`src/rtl/stopwatch_bcd.sv`:
```
// stopwatch_bcd: debounced start/stop/clear stopwatch counting ss.hh in BCD from the 1 ms strobe.
// Define STOPWATCH_LAP_EN to build the lap button, which freezes the displayed value while counting continues.
module stopwatch_bcd #(
   parameter int DEB_MS = 10
) (
   input  logic        clk,
   input  logic        rst_n,
   input  logic        ce1ms,
   input  logic        btn_ss,
   input  logic        btn_clr,
   input  logic        btn_lap,
   output logic [15:0] dat,
   output logic [1:0]  ptr_P,
   output logic        run
);
   localparam logic [1:0] IDLE = 2'd0, RUN = 2'd1, STOP = 2'd2;
   localparam logic [7:0] DEB_LAST = 8'(DEB_MS - 1);
`ifdef STOPWATCH_LAP_EN
   localparam int NB = 3;
   logic [NB-1:0] btn;
   assign btn = {btn_lap, btn_clr, btn_ss};
`else
   localparam int NB = 2;
   logic [NB-1:0] btn;
   logic unused_lap;
   assign btn = {btn_clr, btn_ss};
   assign unused_lap = btn_lap;
`endif
   logic [NB-1:0] prs;
   for (genvar i = 0; i < NB; i++) begin : g_deb
      logic s1, s2, lvl, lvl_d;
      logic [7:0] cnt;
      always_ff @(posedge clk or negedge rst_n)
         if (!rst_n) begin
            s1 <= 1'b0;
            s2 <= 1'b0;
            lvl <= 1'b0;
            lvl_d <= 1'b0;
            cnt <= '0;
         end else begin
            s1 <= btn[i];
            s2 <= s1;
            lvl_d <= lvl;
            if (ce1ms) begin
               if (s2 == lvl)
                  cnt <= '0;
               else if (cnt == DEB_LAST) begin
                  lvl <= s2;
                  cnt <= '0;
               end else
                  cnt <= cnt + 8'd1;
            end
         end
      assign prs[i] = lvl & ~lvl_d;
   end
   logic ss_p, clr_p, tick, clear;
   logic [1:0] st, st_nx;
   logic [3:0] pre;
   logic [15:0] bcd, bcd_inc, shown;
   logic c0, c1, c2;
   assign ss_p = prs[0];
   assign clr_p = prs[1];
   // clr takes priority over ss only in STOP; elsewhere clr is ignored
   assign st_nx = (st == IDLE) ? (ss_p ? RUN : IDLE)
                : (st == RUN)  ? (ss_p ? STOP : RUN)
                : clr_p ? IDLE : ss_p ? RUN : STOP;
   assign tick = (st == RUN) & ce1ms & (pre == 4'd9);
   assign clear = (st == STOP) & clr_p;
   function automatic logic [3:0] step(input logic [3:0] d, input logic [3:0] top, input logic en);
      return en ? ((d >= top) ? 4'd0 : d + 4'd1) : d;
   endfunction
   assign c0 = bcd[3:0] == 4'd9;
   assign c1 = c0 & (bcd[7:4] == 4'd9);
   assign c2 = c1 & (bcd[11:8] == 4'd9);
   assign bcd_inc = {step(bcd[15:12], 4'd5, c2), step(bcd[11:8], 4'd9, c1),
                     step(bcd[7:4], 4'd9, c0), step(bcd[3:0], 4'd9, 1'b1)};
   always_ff @(posedge clk or negedge rst_n)
      if (!rst_n) begin
         st <= IDLE;
         pre <= '0;
         bcd <= '0;
         dat <= '0;
      end else begin
         st <= st_nx;
         pre <= clear ? 4'd0 : ((st == RUN) && ce1ms) ? ((pre >= 4'd9) ? 4'd0 : pre + 4'd1) : pre;
         bcd <= clear ? 16'd0 : tick ? bcd_inc : bcd;
         dat <= shown;
      end
`ifdef STOPWATCH_LAP_EN
   logic frz;
   logic [15:0] lap;
   always_ff @(posedge clk or negedge rst_n)
      if (!rst_n) begin
         frz <= 1'b0;
         lap <= '0;
      end else if ((st == RUN) && (st_nx != RUN))
         frz <= 1'b0;
      else if ((st == RUN) && prs[2]) begin
         frz <= ~frz;
         lap <= bcd;
      end
   assign shown = frz ? lap : bcd;
`else
   assign shown = bcd;
`endif
   assign ptr_P = 2'd2;
   assign run = st == RUN;
endmodule

```
`config.mk`:
```
export PLATFORM = sky130hd
export DESIGN_NAME = stopwatch_bcd
export DESIGN_NICKNAME = d
export VERILOG_FILES = /design/src/rtl/stopwatch_bcd.sv
export SDC_FILE = /design/constraint.sdc
export NUM_CORES = 1
export LEC_CHECK = 0
export ABC_AREA = 1
export CAP_MARGIN = 20
export CORE_MARGIN = 2
export CORE_UTILIZATION = 53
export DETAILED_ROUTE_END_ITERATION = 16
export PLACE_DENSITY = 0.83
export SLEW_MARGIN = 20
export SYNTH_ARGS = -nofsm -noshare
export SYNTH_HDL_FRONTEND = slang
export SYNTH_SLANG_ARGS = --single-unit
```
`constraint.sdc`:
```
create_clock -name clk -period 3.3 [get_ports clk]
set_input_delay 0.66 -clock clk [delete_from_list [all_inputs] [get_ports clk]]
set_output_delay 0.66 -clock clk [all_outputs]
set_load 0.01 [all_outputs]
```
Yosys cells after proc, flatten, opt, wreduce, memory -nomap -nowiden --
Index checks and enable logic that the tools add are counted.
Word-level totals: flip-flop bits (word level) 62, input port bits 6, logic and storage cells 84
Operators by class: add/sub/neg operators 7, $lt $le $gt $ge 5, eq/ne operators 10, muxes and demuxes 22, bitwise gates (word level) 11, reduce and logical (&&, ||, !) cells 12
Operators with widths (number):
- two-way mux 4 bit | 10
- two-way mux 16 bit | 2
- two-way mux 8 bit | 4
- adder 4 x 1 -> 4 bit (second input constant) | 5
- adder 8 x 1 -> 8 bit (second input constant) | 2
- equality test 4 bit (second input constant) | 4
- equality test 8 x 4 -> 1 bit (second input constant) | 2
- >= comparator 4 bit (second input constant) | 4
- two-way mux 2 bit | 5
- nonzero test 2 bit | 5
- bitwise AND 1 bit | 7
- AND reduction 2 bit | 3
- AND reduction 3 bit | 2
- >= comparator 4 x 3 -> 1 bit (second input constant) | 1
- NOT 1 bit | 4
- equality test 1 bit | 2
- equality test 2 x 1 -> 1 bit (second input constant) | 1
- equality test 2 bit (second input constant) | 1
- zero test 2 bit | 1
- logical AND 1 bit | 1
- two-way mux 1 bit | 1

Depth between registers and ports, before layout --
Gate-level depths: netlist (run 1).
depth in word-level cells 6, mapped depth 9, mapped depth without buffers 9

Worst setup path before layout (run 1) --
No wires, ideal clock.
kind input to register, start input ce1ms, end register bcd[4], arrival time 1.329 ns, required time 3.174 ns, path slack 1.844 ns, stages 6, buffers on the path 1, cells stage by stage buf_4 nand3_4 nor2_8 nand2_2 nand2_2 o21ai_0
On the way: word-level cells in the longest chain between the ends 4
Ends and longest elaborated chain:
- start: declaration | line 8 | input logic ce1ms,
- bitwise AND 1 bit (2 in a row) | line 67 | assign tick = (st == RUN) & ce1ms & (pre == 4'd9);
- nonzero test 2 bit (no line)
- AND reduction 2 bit (no line)
- end signal: assignment | line 86 | bcd <= clear ? 16'd0 : tick ? bcd_inc : bcd;
- end: declaration | line 59 | logic [15:0] bcd, bcd_inc, shown;
No other way between the ends. A chain may end at the register's enable or synchronous reset.

Worst setup path in the final report (run 1) --
start register st[1], end output run
On the way: word-level cells in the longest chain between the ends 1
Ends and longest elaborated chain:
- start: declaration | line 57 | logic [1:0] st, st_nx;
- start signal: assignment | line 84 | st <= st_nx;
- equality test 2 x 1 -> 1 bit | line 107 | assign run = st == RUN;
- end: declaration | line 14 | output logic run
No other way between the ends.

==> results_dict.tcl, run 1 <==
set metrics [dict create \
    cts_repair_resize_count 0 \
    drv_slew 0 \
    cp.buffers_inverters 3 \
    drive_gt1_share_pct 8.72 \
    yosys_warnings 0 \
    antenna_found_initial 0 \
    fin_tns_setup_ns 0 \
    vias 2343 \
    regArea_mm2 0.00155 \
    crit_top_cell "inv_1" \
    n_fill_cell 497 \
    cap_violations 0 \
    fp.dieW_um 81.1 \
    antenna_cells 0 \
    viasPerCell 5.04 \
    fmaxAchievable_ghz 0.436 \
    ys_ff_latch 62 \
    clkLatencyLatePin_ns 0.35 \
    cts-root-buf "clkbuf_8" \
    cts_buffer_depth 2 \
    crit_type "reg2out" \
    power.leakage_nw 1.83 \
    start_util_pct 54.1 \
    rsz0062_at_grt "false" \
    path_delay_family "buffers and inverters" \
    period_needed_ns 2.29 \
    syn_to_final_growth_pct 15.1 \
    hpwl_um 3880 \
    netlist_area_mm2 0.00315 \
    synth_top_area_share_pct 49.3 \
    firstDrtPassIters 4 \
    start_kind "register" \
    hold_buffers 0 \
    gp_congestion 0.793 \
    finalHoldViolations 0 \
    synth_nets 384 \
    h-tree-depth 3 \
    multiInputGateArea_mm2 0.00140 \
    cellPowerDensity_mw_per_mm2 470 \
    worstPathCellList "inv_1, nand2_1, inv_1, clkdlybuf4s50_1" \
    finalCritPeriodShare_pct 69.5 \
    coreArea_mm2 0.00582 \
    ir_drop_uv 373 \
    fin_nets 410 \
    crit_fanout 4 \
    path_depth 4 \
    outcome "complete, no violations" \
    cts_tree "built" \
    ys_seq_area_share_pct 49.3 \
    die_y_um 81.1 \
    hold_ws_ns 0.294 \
    drc_errors 0 \
    place_area_mm2 0.00342 \
    cts_setup_buffers 0 \
    grt-ovfl-total 0 \
    path_clk_slew_ns 0.07 \
    final_area_mm2 0.00362 \
    gr-usage-all-layers_pct 19.4 \
    reg2reg_depth 7 \
    avgSynthCellArea_um2 8.77 \
    min_path_type "in2async" \
    grt_pass1_vias 2269 \
    synth_cell_types 31 \
    cts_buffers 9 \
    critPathRequiredTime_ns 2.64 \
    ios 25 \
    wl_um 5520 \
    first_iter_violations 83 \
    synth_largest_area_cell "dfrtp_1" \
    cp_slowest_cell "clkdlybuf4s50_1" \
    rows 28 \
    die_area_mm2 0.00657 \
    synth_area_leaders "dfrtp_1 (49%), nand2_1 (9.3%), nand3_1 (8.3%)" \
    cpPeakStageDelay_ns 0.54 \
    grt_max_degree 63 \
    grt_first_pass_wirelength_um 9620 \
    ant_nets 0 \
    post_drt_wl_per_cell_um 11.9 \
    crit_arrival_ns 1.63 \
    port_buffers 21 \
    setup.worst_path.end_class "output pin" \
    clkSinkCount 62 \
    skew_ns 0.00745 \
    setup_viol 0 \
    netlist_instances 359 \
]
[layer usage]
layer  track usage [%]  up-vias  wire (um)
li1                  -     1203          -
met1              21.9     1109       2400
met2              33.2       22       2830
met3              7.67        9        210
met4              7.12        0         81
met5                 0        -          0
[cell families after synthesis]
group | synth area share, %
AO/OA/AOI/OAI | 4.33
XOR/XNOR | 3.89
adder cells (fa/ha/maj) | 7.55
buffers and inverters | 6.20
flip-flops | 49.3
other | 0.239
AND/OR/NAND/NOR | 28.5
[worst register-to-register path, cell delays in order (launching register included)]
cell and delay [ns]:
dfrtp_1 0.39, inv_1 0.15, nor2_1 0.09, nand2_4 0.24, inv_1 0.20, nor2_1 0.15, nand3_1 0.08, o21ai_0 0.09
[flip-flops by register name, indices dropped and copies added, names as in the netlist]
register and flops:
st 2, g_deb.cnt 16, g_deb.lvl 2, dat 16
g_deb.lvl_d 2, g_deb.s2 2, pre 4, g_deb.s1 2
bcd 16
[through the flow]
stage	power (mW)	utilization [%]	worst slack, ns	instances
2_1_floorplan	0.975	-	1.84	359
3_3_place_gp	1.03	58.8	1.03	449
3_5_place_dp	1.04	58.8	0.996	449
4_1_cts	1.72	62.3	0.995	465
5_1_grt	1.79	62.3	0.896	465
6_report	1.70	62.3	1.01	465
[where the power goes]
part | switching (mW) | internal (mW)
clock network | 0.289 | 0.389
logic | 0.109 | 0.0754
registers | 0.0426 | 0.798
[cell type report]
type	count	share of cell area, %
Tap cell	75	2.59
Clock inverter	3	1.17
Multi-Input combinational cell	251	38.7
Inverter	38	3.94
Timing Repair Buffer	23	6.42
Sequential cell	62	42.8
Clock buffer	13	4.39
[path summary, 6_finish.rpt]
check	startpoint	slack [ns]	to
setup / recovery	st[1]$_DFF_PN0_	1.01	run
hold / removal	rst_n	0.29	g_deb[1].cnt[3]$_DFFE_PN0P_
setup reg to reg	st[1]$_DFF_PN0_	1.81	bcd[0]$_DFFE_PN0P_
hold reg to reg	g_deb[1].s1$_DFF_PN0_	0.35	g_deb[1].s2$_DFF_PN0_
max in group asynchronous	rst_n	2.72	bcd[10]$_DFFE_PN0P_
min in group clk	g_deb[1].s1$_DFF_PN0_	0.35	g_deb[1].s2$_DFF_PN0_
[Yosys cell counts, drive strengths merged]
| library cell | number |
|---|---|
| clkbuf | 1 |
| inv | 38 |
| xor2 | 10 |
| nor2 | 39 |
| nand2 | 84 |
| o21ai | 17 |
| nand3b | 4 |
| ha | 19 |
| or2 | 3 |
| nand4 | 5 |
| nor3 | 2 |
| dfrtp | 62 |
| nand3 | 54 |
| o31ai | 1 |
| o22ai | 4 |
| conb | 2 |
| a21oi | 3 |
| buf | 7 |
| xnor2 | 4 |
[placed cells by master, fill, tap and decap left out, types with 2 or more instances in the layout]
cell / n
nand3_4: 2
a21oi_1: 2
clkbuf_1: 2
or2_2: 3
xnor2_1: 4
nand3_1: 52
nand2_2: 5
o21ai_0: 16
clkdlybuf4s50_1: 20
nand4_1: 5
nand3b_1: 3
nand2_1: 78
xor2_1: 10
inv_1: 37
o22ai_1: 4
dfrtp_1: 62
nor2_1: 36
nor3_1: 2
clkbuf_8: 11
ha_1: 19
conb_1: 2
(Power assumes the default switching activity.)
==> run 2, diff against run 1 <==
clock period = 2.3 ns   (was 3.3 ns; I/O delays follow)
==> results_dict.tcl, run 2 (synthesis gave the netlist of run 1 again) <==
set metrics [dict create \
    crit_type "reg2out" \
    min_path_type "in2async" \
    vias 2361 \
    hpwl_um 3910 \
    drc_errors 0 \
    cts_repair_resize_count 0 \
    worstPathCellList "inv_1, nand2_1, inv_1, clkdlybuf4s50_1" \
    first_iter_violations 107 \
    cpPeakStageDelay_ns 0.54 \
    cts_buffers 9 \
    reg2reg_depth 7 \
    gp_congestion 0.823 \
    grt_max_degree 63 \
    final_cell_mix "nand2_1 (78), dfrtp_1 (62), nand3_1 (52)" \
    fin_nets 412 \
    die_area_mm2 0.00657 \
    grt_pass1_vias 2239 \
    setup.worst_path.end_class "output pin" \
    rsz0062_at_grt "false" \
    path_delay_family "buffers and inverters" \
    hold_buffers 0 \
    rows 28 \
    fmaxAchievable_ghz 0.473 \
    fp.dieW_um 81.1 \
    crit_arrival_ns 1.66 \
    antenna_cells 0 \
    h-tree-depth 3 \
    grt_first_pass_wirelength_um 9590 \
    power.leakage_nw 1.85 \
    cts_buffer_depth 2 \
    cellPowerDensity_mw_per_mm2 681 \
    clkSinkCount 62 \
    cts-root-buf "clkbuf_8" \
    setup_viol 0 \
    power_mw 2.48 \
    start_util_pct 54.1 \
    start_kind "register" \
    ir_drop_uv 544 \
    path_clk_slew_ns 0.07 \
    drv_slew 0 \
    cts_setup_buffers 0 \
    critPathRequiredTime_ns 1.84 \
    finalCritPeriodShare_pct 92.0 \
    period_needed_ns 2.12 \
    crit_top_cell "inv_1" \
    syn_to_final_growth_pct 15.6 \
    skew_ns 0.00620 \
    ios 25 \
    cts_tree "built" \
    finalHoldViolations 0 \
    firstDrtPassIters 4 \
    coreArea_mm2 0.00582 \
    clkLatencyLatePin_ns 0.34 \
    path_depth 4 \
    grt-ovfl-total 0 \
    wl_um 5580 \
    port_buffers 21 \
    crit_fanout 4 \
    mostFrequentLayoutCell "nand2_1" \
    fin_tns_setup_ns 0 \
    antenna_found_initial 0 \
    drive_gt1_share_pct 9.21 \
    ant_nets 0 \
    gr-usage-all-layers_pct 19.2 \
    outcome "complete, no violations" \
    cp_slowest_cell "clkdlybuf4s50_1" \
    cp.buffers_inverters 3 \
    viasPerCell 5.07 \
    post_drt_wl_per_cell_um 12.0 \
    reg.largest.list "bcd x16, dat x16, g_deb.cnt x16" \
    n_fill_cell 487 \
    cap_violations 0 \
    die_y_um 81.1 \
]
-- run 2: area by class of cell --
cell class	count	area, um2	area share, %
Tap cell	75	93.8	2.58
Clock buffer	10	128	3.51
Inverter	38	143	3.92
Sequential cell	62	1550	42.6
Clock inverter	5	75.1	2.06
Timing Repair Buffer	25	248	6.81
Multi-Input combinational cell	251	1400	38.5
-- run 2: final timing paths --
path,slack (ns),end,start
max,0.18,run,st[1]$_DFF_PN0_
min,0.12,st[1]$_DFF_PN0_,rst_n
max reg2reg,0.80,bcd[0]$_DFFE_PN0P_,st[1]$_DFF_PN0_
min reg2reg,0.35,g_deb[1].s2$_DFF_PN0_,g_deb[1].s1$_DFF_PN0_
max in group asynchronous,1.90,g_deb[0].cnt[3]$_DFFE_PN0P_,rst_n
min in group clk,0.35,g_deb[1].s2$_DFF_PN0_,g_deb[1].s1$_DFF_PN0_
-- run 2: stage by stage --
| step | setup slack, ns | hold WS (ns) | util (%) | std cells | area [um2] |
|---|---|---|---|---|---|
| 2_1_floorplan | 1.02 | 0.164 | - | 359 | 3150 |
| 6_report | 0.185 | 0.117 | 62.6 | 466 | 3640 |
| 5_1_grt | 0.107 | 0.137 | 62.6 | 466 | 3640 |
| 4_1_cts | 0.178 | 0.127 | 62.6 | 466 | 3640 |
| 3_5_place_dp | 0.327 | 0.337 | 59.1 | 451 | 3440 |
| 3_3_place_gp | 0.327 | 0.335 | 59.1 | 451 | 3440 |
-- run 2: per-layer routing --
| metal | vias to the layer above | part of all wire, % | GRT usage [%] |
|---|---|---|---|
| met2 | 28 | 50 | 33.0 |
| met1 | 1119 | 45 | 22.6 |
| met4 | 0 | 1.5 | 6.61 |
| met3 | 9 | 3.5 | 6.33 |
| li1 | 1205 | - | - |
| met5 | - | 0 | 0 |
-- run 2: worst register-to-register path: stages (launching register included) --
cell	delay, ns
dfrtp_1	0.38
inv_1	0.15
nor2_1	0.10
nand2_4	0.25
inv_1	0.21
nor2_1	0.16
nand3_1	0.08
o21ai_0	0.09
-- run 2: power breakdown --
part | switching, mW | internal, mW | total (mW)
Combinational | 0.164 | 0.111 | 0.275
Sequential | 0.0614 | 1.15 | 1.21
Clock | 0.398 | 0.598 | 0.996
==> run 3, diff against run 2 <==
--- a/config.mk
+++ b/config.mk
@@ -8,8 +8,10 @@
 export ABC_AREA = 1
 export CAP_MARGIN = 20
+export CELL_PAD_IN_SITES_DETAIL_PLACEMENT = 1
+export CELL_PAD_IN_SITES_GLOBAL_PLACEMENT = 2
 export CORE_MARGIN = 2
-export CORE_UTILIZATION = 53
+export CORE_UTILIZATION = 36
 export DETAILED_ROUTE_END_ITERATION = 16
-export PLACE_DENSITY = 0.83
+export PLACE_DENSITY = 0.88
 export SLEW_MARGIN = 20
 export SYNTH_ARGS = -nofsm -noshare
==> constraint.sdc (replaced) <==
create_clock -name clk -period 2.3 [get_ports clk]
set_input_delay 0.23 -clock clk [delete_from_list [all_inputs] [get_ports clk]]
set_output_delay 0.23 -clock clk [all_outputs]
set_load 0.01 [all_outputs]
==> results_dict.tcl, run 3 (synthesis gave the netlist of run 1 again) <==
set metrics [dict create \
    coreArea_mm2 0.00859 \
    fin_nets 414 \
    skew_ns 0.0141 \
    h-tree-depth 3 \
    grt_pass1_vias 2662 \
    drc_errors 0 \
    clkSinkCount 62 \
    p_int_mw 1.82 \
    cts-root-buf "clkbuf_8" \
    cap_violations 0 \
    power_mw 2.48 \
    start_util_pct 36.6 \
    mostFrequentLayoutCell "nand2_1" \
    cts_setup_buffers 0 \
    antenna_cells 0 \
    outcome "complete, no violations" \
    cellPowerDensity_mw_per_mm2 672 \
    place_ws_ns 0.619 \
    hpwl_um 5080 \
    finalHoldViolations 0 \
    period_needed_ns 1.86 \
    dpl.cell_count 485 \
    ant_nets 0 \
    firstDrtPassIters 4 \
    ir_drop_uv 339 \
    cts_buffer_depth 2 \
    grt_max_degree 35 \
    fin_tns_setup_ns 0 \
    die_y_um 97.5 \
    viasPerCell 4.83 \
    die_area_mm2 0.00951 \
    rsz0062_at_grt "false" \
    grt-ovfl-total 0 \
    cts_repair_resize_count 0 \
    cts_buffers 9 \
    hold_buffers 1 \
    grt_first_pass_wirelength_um 12100 \
    gr-usage-all-layers_pct 15.6 \
    gp_congestion 0.778 \
    power.leakage_nw 1.84 \
    critPathRequiredTime_ns 2.07 \
    regArea_mm2 0.00155 \
    seqPwrFrac_pct 48.9 \
    port_buffers 21 \
    crit_arrival_ns 1.63 \
    setup_viol 0 \
    cp.buffers_inverters 3 \
    ios 25 \
    drive_gt1_share_pct 9.39 \
    reg.largest.list "bcd x16, dat x16, g_deb.cnt x16" \
    power.share.switching_pct 26.7 \
    first_iter_violations 50 \
    drv_slew 0 \
    antenna_found_initial 0 \
    crit_top_cell "inv_1" \
    wl_um 6890 \
    finalCritPeriodShare_pct 80.8 \
    n_fill_cell 1028 \
    power_frac_comb_pct 11.3 \
    fmaxAchievable_ghz 0.538 \
    post_drt_wl_per_cell_um 13.7 \
    min_path_type "in2reg" \
    syn_to_final_growth_pct 17.1 \
    setup.worst_path.end_class "output pin" \
    power_frac_clock_pct 39.8 \
    power.switching_mw 0.661 \
    vias 2423 \
    final_cell_mix "nand2_1 (78), dfrtp_1 (62), nand3_1 (52)" \
    start_kind "register" \
    crit_fanout 4 \
    worstPathCellList "inv_1, nand2_1, inv_1, clkdlybuf4s50_1" \
    final_area_mm2 0.00368 \
    worst_slack_ns 0.443 \
    cp_slowest_cell "clkdlybuf4s50_1" \
    path_delay_family "buffers and inverters" \
    rows 34 \
    cts_tree "built" \
    clkLatencyLatePin_ns 0.34 \
    crit_type "reg2out" \
    place_area_mm2 0.00347 \
    fp.dieW_um 97.5 \
    path_clk_slew_ns 0.06 \
    final_cells 502 \
    multiInputGateArea_mm2 0.00140 \
    cpPeakStageDelay_ns 0.54 \
]
## run 3: changes by cell type in the layout (fill, tap and decap cells not counted), sizes merged
cell / previous run / this run
clkbuf: 10 / 13
bufinv: 2 / 1
buf: 5 / 6
clkinv: 3 / 1
dlygate4sd3: 0 / 1
clkinvlp: 0 / 1
## run 3: cell type report
type | count | area share [%]
Clock buffer | 13 | 4.31
Multi-Input combinational cell | 251 | 38.0
Tap cell | 108 | 3.67
Timing Repair Buffer | 27 | 6.86
Inverter | 38 | 3.87
Clock inverter | 3 | 1.15
Sequential cell | 62 | 42.1
## run 3: power by group through the flow
stage | combinational [mW] | sequential [mW] | clock (mW)
2_1_floorplan | 0.183 | 1.22 | 0
3_3_place_gp | 0.270 | 1.23 | 0
3_5_place_dp | 0.284 | 1.23 | 0
4_1_cts | 0.288 | 1.21 | 1.02
5_1_grt | 0.324 | 1.22 | 1.06
6_report | 0.281 | 1.21 | 0.986
## run 3: stage by stage
step                hold WS, ns  util [%]
detailed placement        0.275      40.4
global placement          0.274      40.4
floorplan               -0.0656         -
global route              0.320      42.9
CTS                       0.313      42.9
finish                    0.336      42.9
## run 3: path summary, 6_finish.rpt
check | slack [ns] | to | depth (start not counted) | startpoint
max in group asynchronous | 1.51 | g_deb[0].s1$_DFF_PN0_ | 3 | rst_n
setup / recovery | 0.44 | run | 4 | st[1]$_DFF_PN0_
setup reg to reg | 0.75 | bcd[12]$_DFFE_PN0P_ | 8 | bcd[12]$_DFFE_PN0P_
hold reg to reg | 0.35 | g_deb[0].s2$_DFF_PN0_ | 0 | g_deb[0].s1$_DFF_PN0_
min in group asynchronous | 0.43 | g_deb[1].cnt[5]$_DFFE_PN0P_ | 3 | rst_n
hold / removal | 0.34 | g_deb[0].s1$_DFF_PN0_ | 1 | btn_ss
## run 3: layer usage
layer / global-route usage, % / wire length (um)
met1: 17.5 / 3000
met2: 28.8 / 3640
met3: 4.32 / 175
met4: 4.59 / 77
met5: 0 / 0
==> edit (flow settings as in run 1) <==
Compare `cnt` against `DEB_LAST` with >= in place of ==.
--- a/src/rtl/stopwatch_bcd.sv
+++ b/src/rtl/stopwatch_bcd.sv
@@ -44,7 +44,7 @@
             if (ce1ms) begin
                if (s2 == lvl)
                   cnt <= '0;
-               else if (cnt == DEB_LAST) begin
+               else if (cnt >= DEB_LAST) begin
                   lvl <= s2;
                   cnt <= '0;
                end else
Formal check against the unedited RTL: same outputs for any inputs over 10 cycles, from zero or initial values and one cycle with rst_n low; that may be too few to reach the edited logic, so the function may still have changed.
==> edit against run 1 <==
Clock skew up 0.0051 ns; sequential cell count unchanged; design area fell by 4.5%; setup slack better by 0.054 ns; wire length down 4.4%; synthesized area shrank 6.0%; critical path type unchanged; largest cell class unchanged; highest routed layer unchanged.
Power is not compared: it rests on default switching activity, and its combinational part moved more than twofold at a synthesized area within 25%.
==> edit: results (changes against run 1) <==
| Metric | Value |
|---|---|
| DRT iter0 DRCs | 77 (was 83) |
| Layout cells sized above 1 | 10.0% (was 8.72%) |
| Yosys cell types | 27 (was 31) |
| Synth area leaders | dfrtp_1, ha_1, nand2_1 (was dfrtp_1, nand2_1, nand3_1) |
| Multi-input gate area | 0.00119 sq mm (was 0.00140 sq mm) |
| Seq/Total Area, Yosys | 52.4% (was 49.3%) |
| Capture point of the worst reg-to-reg path | pre[3] (was bcd[0]) |
| Gpl congestion | 0.832 (was 0.793) |
| Vias in the first global route | 2190 (was 2269) |
| Max IR drop VDD | around 0.0005 V |
| DP Worst Slack | 0.943 ns (was 0.996 ns) |
| Post-synth top cells | nand2_1, dfrtp_1, inv_1, nand3_1, nor2_1 (was nand2_1, dfrtp_1, nand3_1) |
| Syn_nets | 353 (was 384) |
| DR WL/cell | 12.2 um (was 11.9 um) |
| GRT Total Usage | 20.3% (was 19.4%) |
| Area of placed instances | 0.00324 sq mm (was 0.00342 sq mm) |
| Multi-input gates | 210 (was 251) |
| Global-route wire length before repair | 9630 um (was 9620 um) |
| Clock root cell | clkbuf_8 (unchanged) |
| Share of synthesized cell area in full adder, half adder and majority cells | 8.88% (was 7.55%) |
| Layout Nets | 382 (was 410) |
| Clock skew | 0.0125 ns (was 0.00745 ns) |
| Hpwl dp | 3760 um (was 3880 um) |
| R2r setup slk | 1.71 ns (was 1.81 ns) |
| Fill cells | 419 (was 497) |
| Synth Area in Compound Gates | 3.68% (was 4.33%) |
| Status | completed (unchanged) |
| Main synth FF type | dfrtp_1 (unchanged) |
| Worst path arrival time | 1.58 ns (was 1.63 ns) |
| Clock Buffer Count | 11 (was 13) |
| # Taps | 72 (was 75) |
| Post-Synthesis Cells | 326 (was 359) |
| Via/cell ratio | 5.00 (was 5.04) |
| Fraction of area in registers | 44.8% (was 42.8%) |
| Placed cell count | 416 (was 449) |
| Post-Route Hold Slack | 0.296 ns (was 0.294 ns) |
edit: cell count changes in the layout (fill, tap and decap cells not counted), moves of 5 or more:
cell,delta
nand2_1,-9
inv_1,+8
nor2_1,-12
o21ai_0,-11
o21ai_1,+5
nand3_1,-7
edit: routing by layer:
| layer | track usage [%] | vias to the layer above | wire length, um |
|---|---|---|---|
| li1 | - | 1074 | - |
| met1 | 23.8 | 1028 | 2250 |
| met2 | 34.0 | 46 | 2670 |
| met3 | 4.09 | 13 | 197 |
| met4 | 13.0 | 0 | 163 |
| met5 | 0 | - | 0 |
edit: cells by family (layout without fill, tap and decap cells):
kind of cell	Yosys count	after routing
AOI/OAI and AO/OA	20	20
DFF	62	62
other	2	2
buffers and inverters	54	88
adders and majority gates	21	21
and+or+nand+nor	159	159
xor gates and xnor gates	8	8
edit: worst register-to-register path: stages, from the launching register on:
cell	delay, ns
dfrtp_1	0.40
inv_2	0.10
nor2_1	0.06
nand2_2	0.38
nand2_1	0.25
a21o_1	0.21
nand2_1	0.05
inv_1	0.03
